[src/rtl/bc_pkg.sv]
`default_nettype none
// +----------------------------------------------------------------------+
// | bc_pkg : shared types and helpers for the BC-MAC bitstream blocks     |
// | Rev 1.0                                                              |
// +----------------------------------------------------------------------+
package bc_pkg;

   localparam int LANE_W = 8;

   typedef enum logic [0:0] {
      IDLE = 1'b0,
      RUN  = 1'b1
   } state_t;

   function automatic int unsigned sat_mag(input int unsigned v, input int unsigned len);
      return (v > 8 * len) ? 8 * len : v;
   endfunction

endpackage
`default_nettype wire

[src/rtl/therm_8.sv]
`default_nettype none
// +----------------------------------------------------------------------+
// | therm_8 : count (0..8) to 8-bit thermometer word, ones in low bits    |
// | Rev 1.0                                                              |
// +----------------------------------------------------------------------+
module therm_8
   import bc_pkg::*;
(
   input  logic [3:0]        cnt,
   output logic [LANE_W-1:0] word
);

   always_comb begin
      word = '0;
      for (int i = 0; i < LANE_W; i++) begin
         word[i] = (32'(cnt) > i);
      end
   end

endmodule
`default_nettype wire

[src/rtl/bitstream_gen_8.sv]
`default_nettype none
// +----------------------------------------------------------------------+
// | bitstream_gen_8 : expands a magnitude into LEN thermometer words      |
// | whose total popcount equals the (saturated) magnitude. Rev 1.0        |
// +----------------------------------------------------------------------+
module bitstream_gen_8
   import bc_pkg::*;
#(
   parameter int LEN = 16,
   parameter int W   = $clog2(8 * LEN + 1)
) (
   input  logic              clk,
   input  logic              rst,
   input  logic              in_valid,
   output logic              in_ready,
   input  logic [W-1:0]      in_value,
   output logic              out_valid,
   input  logic              out_ready,
   output logic [LANE_W-1:0] out_word,
   output logic              out_last
);

   localparam int C_LG = $clog2(LEN);
   localparam int C_AW = W + C_LG;

   state_t              r_state;
   state_t              w_state_nxt;
   logic [W-1:0]        r_vs;
   logic [C_AW-1:0]     r_acc;
   logic [C_LG-1:0]     r_k;
   logic [LANE_W-1:0]   r_word;
   logic                r_last;

   logic [W-1:0]        w_vs_in;
   logic [W-1:0]        w_vs_sel;
   logic [C_AW-1:0]     w_acc_lo;
   logic [C_AW-1:0]     w_acc_hi;
   logic [3:0]          w_n;
   logic [LANE_W-1:0]   w_word_nxt;
   logic                w_accept;
   logic                w_beat;

   assign w_accept = (r_state == IDLE) && in_valid;
   assign w_beat   = (r_state == RUN) && out_ready;

   assign w_vs_in  = W'(sat_mag(32'(in_value), 32'(LEN)));
   assign w_vs_sel = (r_state == IDLE) ? w_vs_in : r_vs;

   // The word being registered is word k+1 in RUN (acc already covers k words) or word 0 on accept.
   assign w_acc_lo = (r_state == IDLE) ? '0 : r_acc + C_AW'(r_vs);
   assign w_acc_hi = w_acc_lo + C_AW'(w_vs_sel);
   assign w_n      = 4'((w_acc_hi >> C_LG) - (w_acc_lo >> C_LG));

   therm_8 u_therm (
      .cnt  (w_n),
      .word (w_word_nxt)
   );

   always_ff @(posedge clk or posedge rst) begin
      if (rst) begin
         r_state <= IDLE;
      end else begin
         r_state <= w_state_nxt;
      end
   end

   always_comb begin
      w_state_nxt = r_state;
      case (r_state)
         IDLE:    if (in_valid) w_state_nxt = RUN;
         RUN:     if (out_ready && r_last) w_state_nxt = IDLE;
         default: w_state_nxt = IDLE;
      endcase
   end

   always_ff @(posedge clk or posedge rst) begin
      if (rst) begin
         r_vs   <= '0;
         r_acc  <= '0;
         r_k    <= '0;
         r_word <= '0;
         r_last <= 1'b0;
      end else if (w_accept) begin
         r_vs   <= w_vs_in;
         r_acc  <= '0;
         r_k    <= '0;
         r_word <= w_word_nxt;
         r_last <= 1'b0;
      end else if (w_beat) begin
         if (r_last) begin
            r_acc  <= '0;
            r_k    <= '0;
            r_word <= '0;
            r_last <= 1'b0;
         end else begin
            r_acc  <= w_acc_lo;
            r_k    <= r_k + C_LG'(1);
            r_word <= w_word_nxt;
            r_last <= ((r_k + C_LG'(1)) == C_LG'(LEN - 1));
         end
      end
   end

   assign in_ready  = (r_state == IDLE);
   assign out_valid = (r_state == RUN);
   assign out_word  = r_word;
   assign out_last  = r_last;

endmodule
`default_nettype wire

[config.mk]
export PLATFORM = sky130hd
export DESIGN_NAME = bitstream_gen_8
export DESIGN_NICKNAME = d
export VERILOG_FILES = /design/src/rtl/bc_pkg.sv /design/src/rtl/therm_8.sv /design/src/rtl/bitstream_gen_8.sv
export SDC_FILE = /design/constraint.sdc
export NUM_CORES = 1
export LEC_CHECK = 0
export ABC_AREA = 1
export ABC_CLOCK_PERIOD_IN_PS = 10600
export CAP_MARGIN = 0
export CORE_MARGIN = 2
export CORE_UTILIZATION = 60
export CTS_BUF_LIST = sky130_fd_sc_hd__clkbuf_8
export CTS_CLUSTER_DIAMETER = 30
export DETAILED_ROUTE_END_ITERATION = 8
export GPL_TIMING_DRIVEN = 0
export PLACE_DENSITY_LB_ADDON = 0.05
export RECOVER_POWER = 25
export SYNTH_ARGS = -nofsm -noshare
export SYNTH_HDL_FRONTEND = slang
export SYNTH_SLANG_ARGS = --single-unit
export TNS_END_PERCENT = 100
[constraint.sdc]
create_clock -name clk -period 10.6 [get_ports clk]
set_input_delay 1.06 -clock clk [delete_from_list [all_inputs] [get_ports clk]]
set_output_delay 1.06 -clock clk [all_outputs]
set_load 0.02 [all_outputs]
## Word-level counts from Yosys, hierarchy flattened

Index checks and enable logic that the tools add are counted.

- Add/sub/neg operators: 4
- $lt $le $gt $ge: 9
- Equal/unequal tests: 1
- Multiplexer cells: 18
- Bitwise operators: 1
- Reduce and logical (&&, ||, !) cells: 4

Operators with widths:

| cell | count |
|---|---|
| 2-to-1 mux 12 bit | 4 |
| 2-to-1 mux 8 bit | 5 |
| > comparator 4 x 3 -> 1 bit (second input constant) | 4 |
| adder 12 x 8 -> 12 bit | 1 |
| 2-to-1 mux 4 bit | 3 |
| adder 8 bit | 1 |
| > comparator 4 x 1 -> 1 bit (second input constant) | 2 |
| > comparator 4 x 2 -> 1 bit (second input constant) | 2 |
| > comparator 8 bit (second input constant) | 1 |
| 2-to-1 mux 1 bit | 5 |
| adder 4 x 1 -> 4 bit (second input constant) | 1 |
| == test 4 bit (second input constant) | 1 |
| subtractor 4 bit | 1 |
| logical AND 1 bit | 3 |
| one-hot mux 1 bit (2 select lines) | 1 |
| nonzero test 2 bit | 1 |
| NOT 1 bit | 1 |

- Bits in registers: 34
- Output and inout port bits: 11
- Logic and storage cells: 43

## Depth between registers and ports, before layout

- Depth in word-level cells: 9
- Gate-level depth with buffers: 24

## Modules after synthesis

From an unflattened synthesis, not the netlist that was laid out.

- Cells, all modules: 286
- Area total of the unflattened synthesis: 2087.0 µm²

By module, submodules not included:

| module | times used | cells an instance | area each (µm²) | seq. area each (µm²) |
|---|---|---|---|---|
| bitstream_gen_8 | 1 | 271 | 2016.9 | 725.7 |
| therm_8 | 1 | 15 | 70.1 | 0.0 |

## Worst setup path before layout

Ideal clock, no wire load.

- Path type: input-to-reg
- From: input in_value[1]
- To: register r_word[6] (netlist: out_word[6])
- Setup time: 0.069 ns
- Arrival time: 3.486 ns
- Data required time: 10.531 ns
- Path slack: 7.045 ns
- Cell stages on the path: 15
- Buffers on the path: 0
- Cell sequence: nor3_1 > and3_1 > o21ai_0 > o21ai_0 > ha_1 > a21oi_1 > o21ai_2 > nand2_2 > o211ai_1 > ha_1 > fa_1 > xnor2_1 > nand3_1 > or2_1 > nand3_1

- Longest elaborated chain between the ends: 9

RTL lines:

| what | RTL line | source |
|---|---|---|
| from (decl) | bitstream_gen_8.sv:16 | `input logic [W-1:0] in_value,` |
| > comparator 8 bit | bc_pkg.sv:16 | `return (v > 8 * len) ? 8 * len : v;` |
| 2-to-1 mux 8 bit * | bc_pkg.sv:16 |  |
| 2-to-1 mux 8 bit * | bitstream_gen_8.sv:47 | `assign w_vs_sel = (r_state == IDLE) ? w_vs_in : r_vs;` |
| adder 8 bit * | bitstream_gen_8.sv:51 | `assign w_acc_hi = w_acc_lo + C_AW'(w_vs_sel);` |
| subtractor 4 bit * | bitstream_gen_8.sv:52 | `assign w_n = 4'((w_acc_hi >> C_LG) - (w_acc_lo >> C_LG));` |
| > comparator 4 x 3 -> 1 bit * | therm_8.sv:16 | `word[i] = (32'(cnt) > i);` |
| 2-to-1 mux 8 bit | bitstream_gen_8.sv:90 | `if (r_last) begin` |
| 2-to-1 mux 8 bit | bitstream_gen_8.sv:89 | `end else if (w_beat) begin` |
| 2-to-1 mux 8 bit * | bitstream_gen_8.sv:83 | `end else if (w_accept) begin` |
| to (signal assigned) | bitstream_gen_8.sv:87 | `r_word <= w_word_nxt;` |
| to (signal assigned) | bitstream_gen_8.sv:98 | `r_word <= w_word_nxt;` |
| to (decl) | bitstream_gen_8.sv:31 | `logic [LANE_W-1:0] r_word;` |

Mark *: on every way between the ends. The rest lies on a longest branch, timed or not. The select of a mux whose other input is x is not followed.
A chain may end at the register's enable or synchronous reset.

## Worst setup path after layout

- From: input in_value[6]
- To: register r_word[6] (netlist: out_word[6])

Same word-level chain as after synthesis.

==> out/qor.yml <==
sta:
  tightest_slew_ns: 1.16
  slew_violations: 0
  hold_viol: 0
  setup_viol: 0
  skew_ns: 0.00431
  rsz0062_at_grt: "false"
  maxSlewHeadroom: 0.226
  min_period_ns: 4.21
  fmax_ghz: 0.238
  fin_crit_sh: 0.397
  tns_ns: 0
clocking:
  clock_latency_ns: 0.28
  cts_num_sinks: 29
  cts_root_buf: "clkbuf_8"
  ctsHoldBuffers: 0
  ctsResizeCount: 0
  cts_setup_buffers: 0
  clockBufferDepth: 2
  htreeDepth: 2
  clkTransAtPathRegs_ns: 0.06
  tritoncts: "done"
  numCtsBuffers: 5
global_routing:
  grt_max_degree: 30
  grt_pass1_wl_mm: 8.42
  grt_util_all_layers: 0.276
  overflow: 0
  antenna_found_initial: 0
  first_global_vias: 1858
cells_and_area:
  multi_input_area_sq_um: 1120
  nNetsFinal: 327
  instances_no_fill: 342
  drive_gt1_frac: 0.0608
  area.growth.synth_to_final_pct: 19.0
  final_common_cell: "nand2_1"
  fill_cells: 266
  antennaDiodeCount: 0
  area.sequential_sq_um: 726
  final_cell_mix: "nand2_1, inv_1, dfrtp_1"
floorplan:
  num_io_pins: 23
  start_util: 0.619
  die_area_sq_um: 3870
  fp.dieH_um: 62.2
  core-area_sq_um: 3280
  die_width_um: 62.2
  std_cell_rows: 21
synth:
  synth_nets: 298
  seq_area_frac_synth: 0.357
  ys_ff_latch: 29
  yosysWarnings: 0
  avgSynthCellArea_sq_um: 7.64
  synth_area_sq_um: 2030
  postSynthCellCount: 266
  ys_types: 30
status:
  outcome: "complete, no violations"
drt:
  wl_mm: 4.60
  via_per_inst: 5.37
  vias: 1837
  wire_per_inst_um: 13.4
  drc: 0
  drtIter0Drc: 121
  ant_nets: 0
  first_pass_iters: 4
setup_path:
  rr_worst_depth: 23
  cp_max_fo: 3
  r2r_end: "out_word[3]"
  reg2reg_slack_ns: 6.77
  worstReg2RegStart: "r_vs[0]"
  crit_start: "in_value[6]"
  crit_arrival_ns: 4.43
  crit_type: "in2reg"
  critPathRequiredTime_ns: 10.82
  start_kind: "primary input"
  end_kind: "flop"
hold_path:
  worstHoldStart: "out_word[7]"
  hp-class: "reg2reg"
  hold_depth: 2
  hold_path_end: "out_word[7]"
placement:
  hpwl_mm: 3.52
  place_congestion: 0.877
  dpl.cell_count: 334
  io_buffers: 22
job:
  cap_violations: 0
synth_stat cells:
library cell / instances / area (sq um)
a21oi_1: 10 / 50.1
a22o_1: 1 / 8.76
and3_1: 1 / 6.26
buf_4: 2 / 15.0
buf_6: 1 / 11.3
clkbuf_1: 1 / 3.75
dfrtp_1: 29 / 726
fa_1: 2 / 40.0
ha_1: 18 / 225
inv_1: 37 / 139
inv_2: 3 / 11.3
nand2_1: 67 / 251
nand2_2: 3 / 18.8
nand3_1: 27 / 135
nand3_2: 2 / 20.0
nand3b_1: 3 / 22.5
nand4_1: 4 / 25.0
nor2_1: 12 / 45.0
nor2_2: 1 / 6.26
nor2_4: 1 / 11.3
nor3_1: 2 / 10.0
o211ai_1: 3 / 22.5
o21ai_0: 24 / 120
o21ai_2: 1 / 8.76
o21bai_4: 1 / 18.8
o22ai_1: 2 / 12.5
o32ai_1: 1 / 8.76
or2_1: 1 / 6.26
xnor2_1: 1 / 8.76
xor2_1: 5 / 43.8
how the worst max path moves through the flow:
stage	slack, ns	endpoint
final	6.39	out_word[6]
after global routing	6.11	out_word[6]
after CTS	6.49	out_word[6]
after detailed placement	6.27	out_word[6]
after global placement	6.26	out_word[6]
after floorplan	7.04	out_word[6]
registers in the layout (all words and copies together) (netlist names):
name / cells
out_valid: 1
r_acc: 7
r_k: 4
out_last: 1
out_word: 8
r_vs: 8
through the flow:
stage                     hold WS, ns  instance area [sq um]  worst slack (ns)  utilization
final                           0.482                   2420              6.39        0.736
after detailed placement        0.469                   2310              6.27        0.703
after floorplan                 0.453                   2030              7.04            -
after CTS                       0.487                   2430              6.49        0.739
after global placement          0.466                   2310              6.26        0.703
after global routing            0.527                   2420              6.11        0.736
final cells by class:
cell class              count  share of cell area
clock inverters             2              0.0140
flip-flops and latches     29               0.300
well taps                  46              0.0238
plain buffers               4              0.0109
inverters                  40              0.0621
multi-input cells         193               0.464
clock buffers               6              0.0342
repair buffers             22              0.0911
routing by layer:
metal | wire length [um] | track usage | up-vias
li1 | - | - | 925
met1 | 2140 | 0.383 | 852
met2 | 2160 | 0.433 | 51
met3 | 218 | 0.0543 | 9
met4 | 83 | 0.0972 | 0
met5 | 0 | 0 | -
cells by family (layout without fill, tap and decap cells):
group                      count (synthesis)  after routing  share of synthesized area
xor gates and xnor gates                   6              6                     0.0259
DFF                                       29             29                      0.357
adders and majority gates                 20             20                      0.131
buffers and inverters                     44             74                     0.0887
AOI/OAI and AO/OA                         43             43                      0.123
and+or+nand+nor                          124            124                      0.275
critical path: stages:
cell and delay (ns):
dlygate4sd3_1 0.59, nor2_1 0.06, and3_1 0.18, o21ai_0 0.25
o21ai_0 0.12, ha_1 0.33, nand2_1 0.07, o21ai_2 0.22
nand2_2 0.11, nand2_1 0.07, o211ai_1 0.08, ha_1 0.21
fa_1 0.38, xnor2_1 0.25, nand3_1 0.13, or2_1 0.22
nand3_1 0.08
Power is not shown: default switching activity piles up to over one toggle a cycle in this logic, so the estimate is an artifact.
==> RTL change (config.mk and constraints unchanged) <==
Reset style: synchronous (`rst`), changed in 2 clocked blocks.
--- a/src/rtl/bitstream_gen_8.sv
+++ b/src/rtl/bitstream_gen_8.sv
@@ -57,5 +57,5 @@
    );
 
-   always_ff @(posedge clk or posedge rst) begin
+   always_ff @(posedge clk) begin
       if (rst) begin
          r_state <= IDLE;
@@ -74,5 +74,5 @@
    end
 
-   always_ff @(posedge clk or posedge rst) begin
+   always_ff @(posedge clk) begin
       if (rst) begin
          r_vs   <= '0;
Formal check against the unedited RTL: differs if rst is asserted again (counterexample within 4 cycles, from zero or initial values and one cycle with rst high); with rst held inactive, the same outputs for 4 cycles.
==> RTL change against the original RTL <==
- sequential share of layout area decreased by 5.4 points
- final cell count up 5.0%
- highest routed layer unchanged
- critical path depth grew 3
- area after synthesis is 3.3% lower
- worst setup slack worse by 320 ps
- sequential cell count unchanged
- routed wire length fell by 2.9%
- critical endpoint is now out_word[4]
- final area down 2.5%
- via count grew 3.4%
- global-route usage down 0.55 points
Power is left out: it rests on default switching activity, and per cell area and clock period it moved more than threefold.
==> RTL change: results (changes against the original RTL) <==
[placement]
place_hpwl_microns = 3450  ; -2.1%
io_buffers = 21  ; -4.5%
dp.cells = 351  ; +5.1%
gp_congestion = 0.814  ; -7.2%

[worst_hold_path]
hold_class = reg2reg

[cells_and_area]
diodes = 0  ; unchanged
final_cells = 359  ; +5.0%
final_layout_size_suffix_gt1_share_pct = 5.40  ; -0.68 points

[logic_synthesis]
async_flop_share_pct = 0  ; -100 points
yosys-top-cells-area = dfxtp_1 30%, nand2_1 15%, ha_1 11%
ys_types = 33  ; +10%
syn_nets = 318  ; +6.7%
synth.yosys.seq_area_share_pct = 29.6  ; -6.2 points
syn_inst = 286  ; +7.5%
synthTopCellsByCount = 76 x nand2_1, 40 x inv_1, 29 x dfxtp_1, 25 x a21oi_1, 21 x nand3_1

[worst_setup_path]
slowest_stage = clkdlybuf4s50_1
r2r_slack_ps = 6760  ; about the same
cp.arrival_ps = 4750  ; +320 ps
cp_max_fo = 3  ; unchanged
crit_family = compound AO/OA/AOI/OAI gates
max_stage_delay_ps = 450  ; -140 ps

[clocking]
clk_pin_slew_ps = 60  ; about the same
ctsResizeCount = 0  ; unchanged
cts_buffers = 5  ; unchanged
htreeDepth = 2  ; unchanged

[timing]
clock_skew_ps = 8.93  ; +4.61 ps
hold_slack_ps = 464  ; -18.6 ps
slew_headroom_pct = 68.9  ; +46 points

[grt]
grt_pass1_wl_microns = 7510  ; -11%
grt_max_degree = 11  ; -63%
first_global_vias = 1744  ; -6.1%
grtUsageTotal_pct = 27.0  ; -0.55 points

[route]
wire_per_inst_microns = 12.4  ; -7.5%
via_per_inst = 5.29  ; -1.5%
dr.pass1.iters = 4  ; unchanged
drt_iter0_drc = 138  ; +14%

[outcome]
status = completed

[RTL change: changes by cell type after synthesis, sizes merged, moves of 4 or more]
cell | before | now
a21oi | 10 | 25
nand3 | 29 | 22
inv | 40 | 44
dfrtp | 29 | 0
o21ai | 25 | 19
nand2 | 70 | 77
dfxtp | 0 | 29
[RTL change: per-layer routing]
layer | track usage, % | routed length (microns)
met2 | 46.4 | 2170
met4 | 9.32 | 69
met1 | 33.9 | 2010
met5 | 0 | 0
met3 | 5.25 | 214
[RTL change: stage by stage]
stage	area [sq um]	utilization, %	setup slack, ps
after floorplan	1960	-	6820
after global routing	2360	76.5	5760
after global placement	2230	72.4	6020
after CTS	2360	76.8	6100
after detailed placement	2230	72.4	5880
final	2360	76.5	6070
[RTL change: kinds of logic (layout without fill, tap and decap cells)]
group | after synthesis | count (layout) | synth area share (%)
AO/OA/AOI/OAI | 54 | 54 | 15.2
XOR/XNOR | 5 | 5 | 2.23
adder cells (fa/ha/maj) | 20 | 20 | 13.5
buffers and inverters | 50 | 79 | 10.3
flip-flops | 29 | 29 | 29.6
AND/OR/NAND/NOR | 128 | 128 | 29.2
[RTL change: area by class of cell]
cell class | instances | area [sq um]
buffer | 6 | 35.0
clock buffer | 5 | 68.8
clock inverter | 3 | 65.1
fill | 247 | 722
inverter | 44 | 168
multi-input combinational | 207 | 1170
sequential | 29 | 581
tap | 44 | 55.1
timing repair buffer | 21 | 210
[RTL change: worst paths after layout]
check | from | endpoint | depth (start not counted)
setup reg to reg | r_vs[0] | out_word[5] | 20
hold reg to reg | out_word[7] | out_word[7] | 2
hold / removal | out_word[7] | out_word[7] | 2
setup / recovery | in_value[5] | out_word[4] | 20
